===== config.mk =====
export PLATFORM = sky130hd
export DESIGN_NAME = axi_rd_arbiter
export DESIGN_NICKNAME = d
export VERILOG_FILES = /design/src/rtl/axi_rd_arbiter.sv
export SDC_FILE = /design/constraint.sdc
export NUM_CORES = 1
export LEC_CHECK = 0
export BUFFER_PORTS_ARGS = -buffer_cell sky130_fd_sc_hd__buf_2
export CELL_PAD_IN_SITES_DETAIL_PLACEMENT = 0
export CELL_PAD_IN_SITES_GLOBAL_PLACEMENT = 1
export CORE_MARGIN = 2
export CORE_UTILIZATION = 30
export CTS_BUF_LIST = sky130_fd_sc_hd__clkbuf_8
export DETAILED_ROUTE_END_ITERATION = 16
export GPL_ROUTABILITY_DRIVEN = 1
export HOLD_SLACK_MARGIN = 0.03
export PLACE_DENSITY_LB_ADDON = 0.15
export SYNTH_ARGS = -nofsm -noshare
export SYNTH_HDL_FRONTEND = slang
export SYNTH_SLANG_ARGS = --single-unit

===== constraint.sdc =====
create_clock -name aclk -period 2.3 [get_ports aclk]
set_input_delay 0 -clock aclk [delete_from_list [all_inputs] [get_ports aclk]]
set_output_delay 0 -clock aclk [all_outputs]
set_load 0.02 [all_outputs]

===== src/rtl/axi_rd_arbiter.sv =====
// Read-side AXI3 master: arbitrates icache/dcache read requests onto one AR/R pair,
// one transaction outstanding, with return beats routed combinationally to the owner.
module axi_rd_arbiter #(
    parameter int unsigned LINE_WORDS = 4,
    parameter int unsigned DC_ID      = 1
) (
    input  logic        aclk,
    input  logic        aresetn,
    input  logic        ic_req,
    input  logic [31:0] ic_addr,
    output logic        ic_rdy,
    output logic        ic_ret_valid,
    output logic        ic_ret_last,
    output logic [31:0] ic_ret_data,
    input  logic        dc_req,
    input  logic [2:0]  dc_type,
    input  logic [31:0] dc_addr,
    output logic        dc_rdy,
    output logic        dc_ret_valid,
    output logic        dc_ret_last,
    output logic [31:0] dc_ret_data,
    output logic [3:0]  arid,
    output logic [31:0] araddr,
    output logic [7:0]  arlen,
    output logic [2:0]  arsize,
    output logic [1:0]  arburst,
    output logic        arvalid,
    input  logic        arready,
    input  logic [31:0] rdata,
    input  logic        rlast,
    input  logic        rvalid,
    output logic        rready
);

    localparam logic [31:0] LineMask = ~(32'(LINE_WORDS * 4) - 32'd1);
    localparam logic [7:0]  LineLen  = 8'(LINE_WORDS - 1);

    typedef enum logic [1:0] {StIdle, StAr, StData} state_e;

    state_e      state_q, state_d;
    logic        rdy_en_q;
    logic        owner_dc_q, owner_dc_d;
    logic [3:0]  arid_q, arid_d;
    logic [31:0] araddr_q, araddr_d;
    logic [7:0]  arlen_q, arlen_d;
    logic [2:0]  arsize_q, arsize_d;
    logic        beat;

    // rdy_en_q holds the request ports off until the first edge after reset release.
    always_ff @(posedge aclk or negedge aresetn) begin
        if (!aresetn) begin
            state_q    <= StIdle;
            rdy_en_q   <= 1'b0;
            owner_dc_q <= 1'b0;
            arid_q     <= '0;
            araddr_q   <= '0;
            arlen_q    <= '0;
            arsize_q   <= '0;
        end else begin
            state_q    <= state_d;
            rdy_en_q   <= 1'b1;
            owner_dc_q <= owner_dc_d;
            arid_q     <= arid_d;
            araddr_q   <= araddr_d;
            arlen_q    <= arlen_d;
            arsize_q   <= arsize_d;
        end
    end

    always_comb begin
        state_d    = state_q;
        owner_dc_d = owner_dc_q;
        arid_d     = arid_q;
        araddr_d   = araddr_q;
        arlen_d    = arlen_q;
        arsize_d   = arsize_q;
        ic_rdy     = 1'b0;
        dc_rdy     = 1'b0;
        arvalid    = 1'b0;
        rready     = 1'b0;
        unique case (state_q)
            StIdle: begin
                dc_rdy = rdy_en_q;
                ic_rdy = rdy_en_q & ~dc_req;
                if (rdy_en_q && dc_req) begin
                    owner_dc_d = 1'b1;
                    arid_d     = 4'(DC_ID);
                    state_d    = StAr;
                    if (dc_type == 3'd4) begin
                        araddr_d = dc_addr & LineMask;
                        arlen_d  = LineLen;
                        arsize_d = 3'd2;
                    end else begin
                        araddr_d = dc_addr;
                        arlen_d  = 8'd0;
                        // Undefined types (3, 5, 6, 7) fall back to a word read.
                        arsize_d = (dc_type[2] || (&dc_type[1:0])) ? 3'd2
                                                                   : {1'b0, dc_type[1:0]};
                    end
                end else if (rdy_en_q && ic_req) begin
                    owner_dc_d = 1'b0;
                    arid_d     = 4'd0;
                    araddr_d   = ic_addr & LineMask;
                    arlen_d    = LineLen;
                    arsize_d   = 3'd2;
                    state_d    = StAr;
                end
            end
            StAr: begin
                arvalid = 1'b1;
                if (arready) state_d = StData;
            end
            StData: begin
                rready = 1'b1;
                if (rvalid && rlast) state_d = StIdle;
            end
            default: state_d = StIdle;
        endcase
    end

    assign beat         = (state_q == StData) && rvalid;
    assign ic_ret_valid = beat && !owner_dc_q;
    assign ic_ret_last  = ic_ret_valid && rlast;
    assign ic_ret_data  = rdata;
    assign dc_ret_valid = beat && owner_dc_q;
    assign dc_ret_last  = dc_ret_valid && rlast;
    assign dc_ret_data  = rdata;

    assign arid    = arid_q;
    assign araddr  = araddr_q;
    assign arlen   = arlen_q;
    assign arsize  = arsize_q;
    assign arburst = 2'b01;

endmodule


# [After elaboration in Yosys (flattened, before gate mapping)]
# Cells that the tools add are included.
[totals] ff_bits=51 input_bits=106 out_inout_bits=121 word_cells=53
[classes] n_eq_ne=6 n_mux=23 n_bitwise=2 n_reduce_logical=15
[op_table] op="$mux W32" n=2
[op_table] op="$mux W8" n=2
[op_table] op="$mux W2" n=7
[op_table] op="$mux W4" n=3
[op_table] op="$logic_and A1 B1 Y1" n=8
[op_table] op="$mux W1" n=6
[op_table] op="$mux W3" n=2
[op_table] op="$pmux W2 S3" n=1
[op_table] op="$ne A2 B2 Y1 const B" n=2
[op_table] op="$reduce_and A2 Y1" n=2
[op_table] op="$eq A3 B3 Y1 const B" n=1
[op_table] op="$ne A3 B3 Y1 const B" n=1
[op_table] op="$reduce_and A3 Y1" n=1
[op_table] op="$eq A2 B1 Y1 const B" n=1
[op_table] op="$eq A2 B2 Y1 const B" n=1
[op_table] op="$logic_not A2 Y1" n=1
[op_table] op="$reduce_bool A2 Y1" n=1
[op_table] op="$and A1 B1 Y1" n=1
[op_table] op="$logic_not A1 Y1" n=1
[op_table] op="$logic_or A1 B1 Y1" n=1
[op_table] op="$not A1 Y1" n=1

# [Logic depth before layout (Yosys ltp)]
[logic_depth] ltp_word=5 ltp_mapped=5 mapped_depth_nobuf=3

# [Worst setup path after synthesis]
# No wires, ideal clock.
[synth_timing] path_kind="register to register" start="reg state_q[0]" end="reg araddr_q[10] (netlist: araddr[10])" arrival_time_ps=1521 t_required_ps=2175 path_slack_ps=654 path_stages_with_launch=6 path_buffers=2 path_cell_list="dfrtp_1 -> nor3b_4 -> o21a_1 -> buf_6 -> buf_12 -> mux2_4"
[synth_via] elab_chain_len=2
[synth_rtl] element="from (decl)" line_no="40" rtl="state_e state_q, state_d;"
[synth_rtl] element="from (signal assigned)" line_no="52" rtl="state_q <= StIdle;"
[synth_rtl] element="from (signal assigned)" line_no="60" rtl="state_q <= state_d;"
[synth_rtl] element="$logic_not A2 Y1" line_no="81" rtl="unique case (state_q)"
[synth_rtl] element="$reduce_and A2 Y1 (no line)"
[synth_rtl] element="to (signal assigned)" line_no="64" rtl="araddr_q <= araddr_d;"
[synth_rtl] element="to (decl)" line_no="44" rtl="logic [31:0] araddr_q, araddr_d;"
# Every way passes these cells.
# A chain may end at the register's enable or synchronous reset.

# [Worst setup path after layout]
[layout_timing] start="reg rdy_en_q" end="reg arsize_q[1] (netlist: arsize[1])"
[layout_via] elab_chain_len=3 word_cells_on_any_way=5 classes_between="mux (1); reduce/logical (4)"
[layout_rtl] element="from (decl)" line_no="41" rtl="logic rdy_en_q;"
[layout_rtl] element="from (signal assigned)" line_no="53" rtl="rdy_en_q <= 1'b0;"
[layout_rtl] element="from (signal assigned)" line_no="61" rtl="rdy_en_q <= 1'b1;"
[layout_rtl] element="$logic_and A1 B1 Y1 (on tied branches)" line_no="85, 100"
[layout_rtl] element="$reduce_bool A2 Y1 (no line)"
[layout_rtl] element="$reduce_and A2 Y1 (no line)"
[layout_rtl] element="to (signal assigned)" line_no="66" rtl="arsize_q <= arsize_d;"
[layout_rtl] element="to (decl)" line_no="46" rtl="logic [2:0] arsize_q, arsize_d;"
# Several ways; a longest one is shown, not always the timed one.

==> results by group <==
Pwr
  • VDD IR max: 373 µV
  • Seq pwr share: 34.2%
  • Leak: 0.00163 µW
  • Combinational share of power: 51.4%
  • PD cells: 1070 nW/µm²
  • Sw frac: 39.4%
  • Clock power share: 14.4%
  • Net Switching: 1360 µW
  • Int Power: 2100 µW

Routing
  • Via density: 4.20
  • DRT iter0 DRCs: 53
  • Vias: 1741
  • WL/cell: 12.5 µm
  • ANT nets after route: 0
  • First-pass DRT Iterations: 2
  • Total wire length: 5.19 mm
  • DRC Markers: 0

Setup path
  • Req. time, crit path: 2.47 ns
  • Element type at the critical path start: flop
  • CP max FO: 35
  • Setup CP Type: flop to flop
  • Crit-path cells: nand2_4 -> nor4b_1 -> dlygate4sd3_1 -> a21oi_1
  • WP buf/inv: 1
  • Crit. End Element: flop
  • Slowest stage delay, CP: 0.60 ns
  • Cell family with most CP delay: simple AND/OR/NAND/NOR gates
  • Arrival time at the worst endpoint: 2.04 ns
  • Worst path depth: 4
  • CP max stage cell: dlygate4sd3_1
  • Reg2Reg Depth: 4

STA
  • Final period utilization: 81.3%
  • Final clock skew: 0.00893 ns
  • RSZ-0062 raised after global routing: no
  • Final hold vios: 0
  • Setup ws final: 0.430 ns
  • Max-slew headroom: 39.8%
  • Setup violations, final: 0
  • Minimum clock period: 1.87 ns
  • Sum Neg Setup Slack: 0 ns
  • Worst slew pin tran: 0.903 ns
  • Fmax: 535 MHz
  • Max-slew violations: 0

Synthesis
  • #FFs+latches synth: 39
  • Mapped cell area: 2660 µm²
  • Async S/R FF share, synth: 100%
  • Seq/Total Area, Yosys: 36.7%
  • Post-synth EDFFs: 0
  • Largest area contributor in the netlist: dfrtp_1
  • Top-area cell type share of the netlist area: 36.7%
  • Post-synth top flop: dfrtp_1
  • Warnings from Yosys: 0
  • Synth cell types: 23
  • Cells after synthesis: 218
  • Synth area leaders: dfrtp_1 (37%), buf_4 (22%), mux2_4 (16%)
  • Post-Syn Area per Cell: 12.2 µm²

Clocking
  • Root Driver: clkbuf_8
  • CTS resizes: 0
  • Clock Latency Late Sink: 0.29 ns
  • CTS Buf Count: 5
  • Sink Count: 39
  • CTS tree: done
  • Clock Path Buffers: 2
  • Worst-path clk slew: 0.08 ns
  • H-tree depth: 2

Floorplanning
  • Chip width: 98.1 µm
  • CORE AREA: 8680 µm²
  • Die area: 9630 µm²
  • Initial Util: 30.6%
  • I/O pins: 227
  • Die Span Y: 98.1 µm
  • Row cnt: 34

Global routing
  • First-pass GRT wire length: 8.08 mm
  • Vias in the first global route: 1743
  • GR Util All Layers: 10.4%
  • Pin count of the biggest net entering global routing: 40
  • GRT overflow: 0
  • Initial antenna violation count: 0

Placement
  • Port Buffers: 114
  • Post-DP HPWL: 3.54 mm
  • Final GP Congestion: 0.612
  • Pre-CTS setup slack: 0.628 ns

Outcome
  • Outcome: completed

Flow run
  • Max-cap viol count: 0

Final layout
  • Final core occ: 37.1%
  • Fin nets: 412
  • Area Overhead vs Synth: 21.2%
  • Fillers: 888
  • Share of cells above drive strength 1: 60.6%
  • Diode count: 0

Min path
  • Min-Delay Path Class: input port to flop
  • Hold depth: 3
## state kept, by name, indices dropped and copies added, names as in the netlist
name / count
state_q: 2
rdy_en_q: 1
arlen: 1
owner_dc_q: 1
arsize: 2
araddr: 32
## metal layers
metal | part of all wire, % | GRT usage, %
met5 | 0 | 0
met4 | 0.81 | 3.06
met3 | 11 | 4.72
met2 | 47 | 17.1
met1 | 41 | 12.4
## per-stage QoR
| stage | instance area [µm²] | total power, µW | cells | hold WS (ns) |
|---|---|---|---|---|
| global route | 3220 | 3690 | 415 | 0.0496 |
| floorplan | 2700 | 2580 | 229 | -0.296 |
| detailed placement | 2730 | 2860 | 368 | 0.000211 |
| finish | 3220 | 3460 | 415 | 0.0538 |
| global placement | 2730 | 2860 | 368 | 0.000211 |
| CTS | 3220 | 3540 | 415 | 0.0355 |
## placed cells by master, fill, tap and decap left out
| cell | count |
|---|---|
| buf_2 | 114 |
| nand2b_1 | 1 |
| clkbuf_8 | 7 |
| inv_1 | 5 |
| nand2_1 | 2 |
| nor2b_1 | 2 |
| o21ai_0 | 2 |
| o32ai_1 | 1 |
| dlygate4sd3_1 | 39 |
| mux2_4 | 28 |
| nand3_1 | 1 |
| o21a_2 | 1 |
| nor4b_1 | 1 |
| dfrtp_1 | 39 |
| a21oi_1 | 1 |
| mux2_2 | 32 |
| nor3b_1 | 5 |
| mux2i_1 | 1 |
| nor3b_4 | 1 |
| conb_1 | 13 |
| nor2_1 | 6 |
| a22o_1 | 2 |
| buf_4 | 2 |
| nand2_4 | 1 |
## power groups by stage
| stage | clock network (µW) | logic (µW) | registers, µW |
|---|---|---|---|
| 2_1_floorplan | 0 | 1020 | 1560 |
| 3_3_place_gp | 0 | 1660 | 1190 |
| 3_5_place_dp | 0 | 1670 | 1190 |
| 4_1_cts | 542 | 1810 | 1190 |
| 5_1_grt | 568 | 1890 | 1240 |
| 6_report | 500 | 1780 | 1180 |
## final cells by class
cell class / instances / area, µm² / share of cell area [%]
flip-flops and latches: 39 / 976 / 30.3
multi-input cells: 101 / 1020 / 31.7
repair buffers: 155 / 976 / 30.3
clock inverters: 1 / 3.75 / 0.117
clock buffers: 7 / 96.3 / 2.99
inverters: 4 / 15.0 / 0.466
well taps: 108 / 135 / 4.19
## cells in the mapped netlist (2+ instances only)
master,number
buf_6,4
inv_1,4
nand2_1,2
o21ai_0,2
dfrtp_1,39
conb_1,2
nor2b_1,2
mux2_4,28
a22o_1,2
mux2_2,32
buf_12,3
buf_4,78
nor2_1,6
nor3b_1,5
## repair_timing
action	CTS	global route
setup buffers	0	0
endpoints found under the hold margin	107	0
hold buffers	39	0
## logic make-up after synthesis
group                  synth area share (%)
buffers and inverters                  26.5
muxes                                  29.7
DFF                                    36.7
and+or+nand+nor                        4.89
AOI/OAI and AO/OA                      1.84
other                                 0.282
## tightest hold or removal path: cells and delay by family
| kind | cells | cell delay [ns] |
|---|---|---|
| compound gates | 1 | 0.17 |
| buf+inv | 1 | 0.09 |
| simple gates | 1 | 0.05 |
## path summary, 6_finish.rpt
kind / slack, ns / startpoint / endpoint
setup / recovery: 0.43 / rdy_en_q / arsize[1]
hold / removal: 0.05 / dc_type[1] / arsize[0]
setup reg to reg: 0.43 / rdy_en_q / arsize[1]
hold reg to reg: 0.50 / araddr[28] / araddr[28]
max in group asynchronous: 1.35 / aresetn / araddr[5]
min in group asynchronous: 0.38 / aresetn / araddr[27]
No activity file was read; power rests on OpenSTA's default activity.
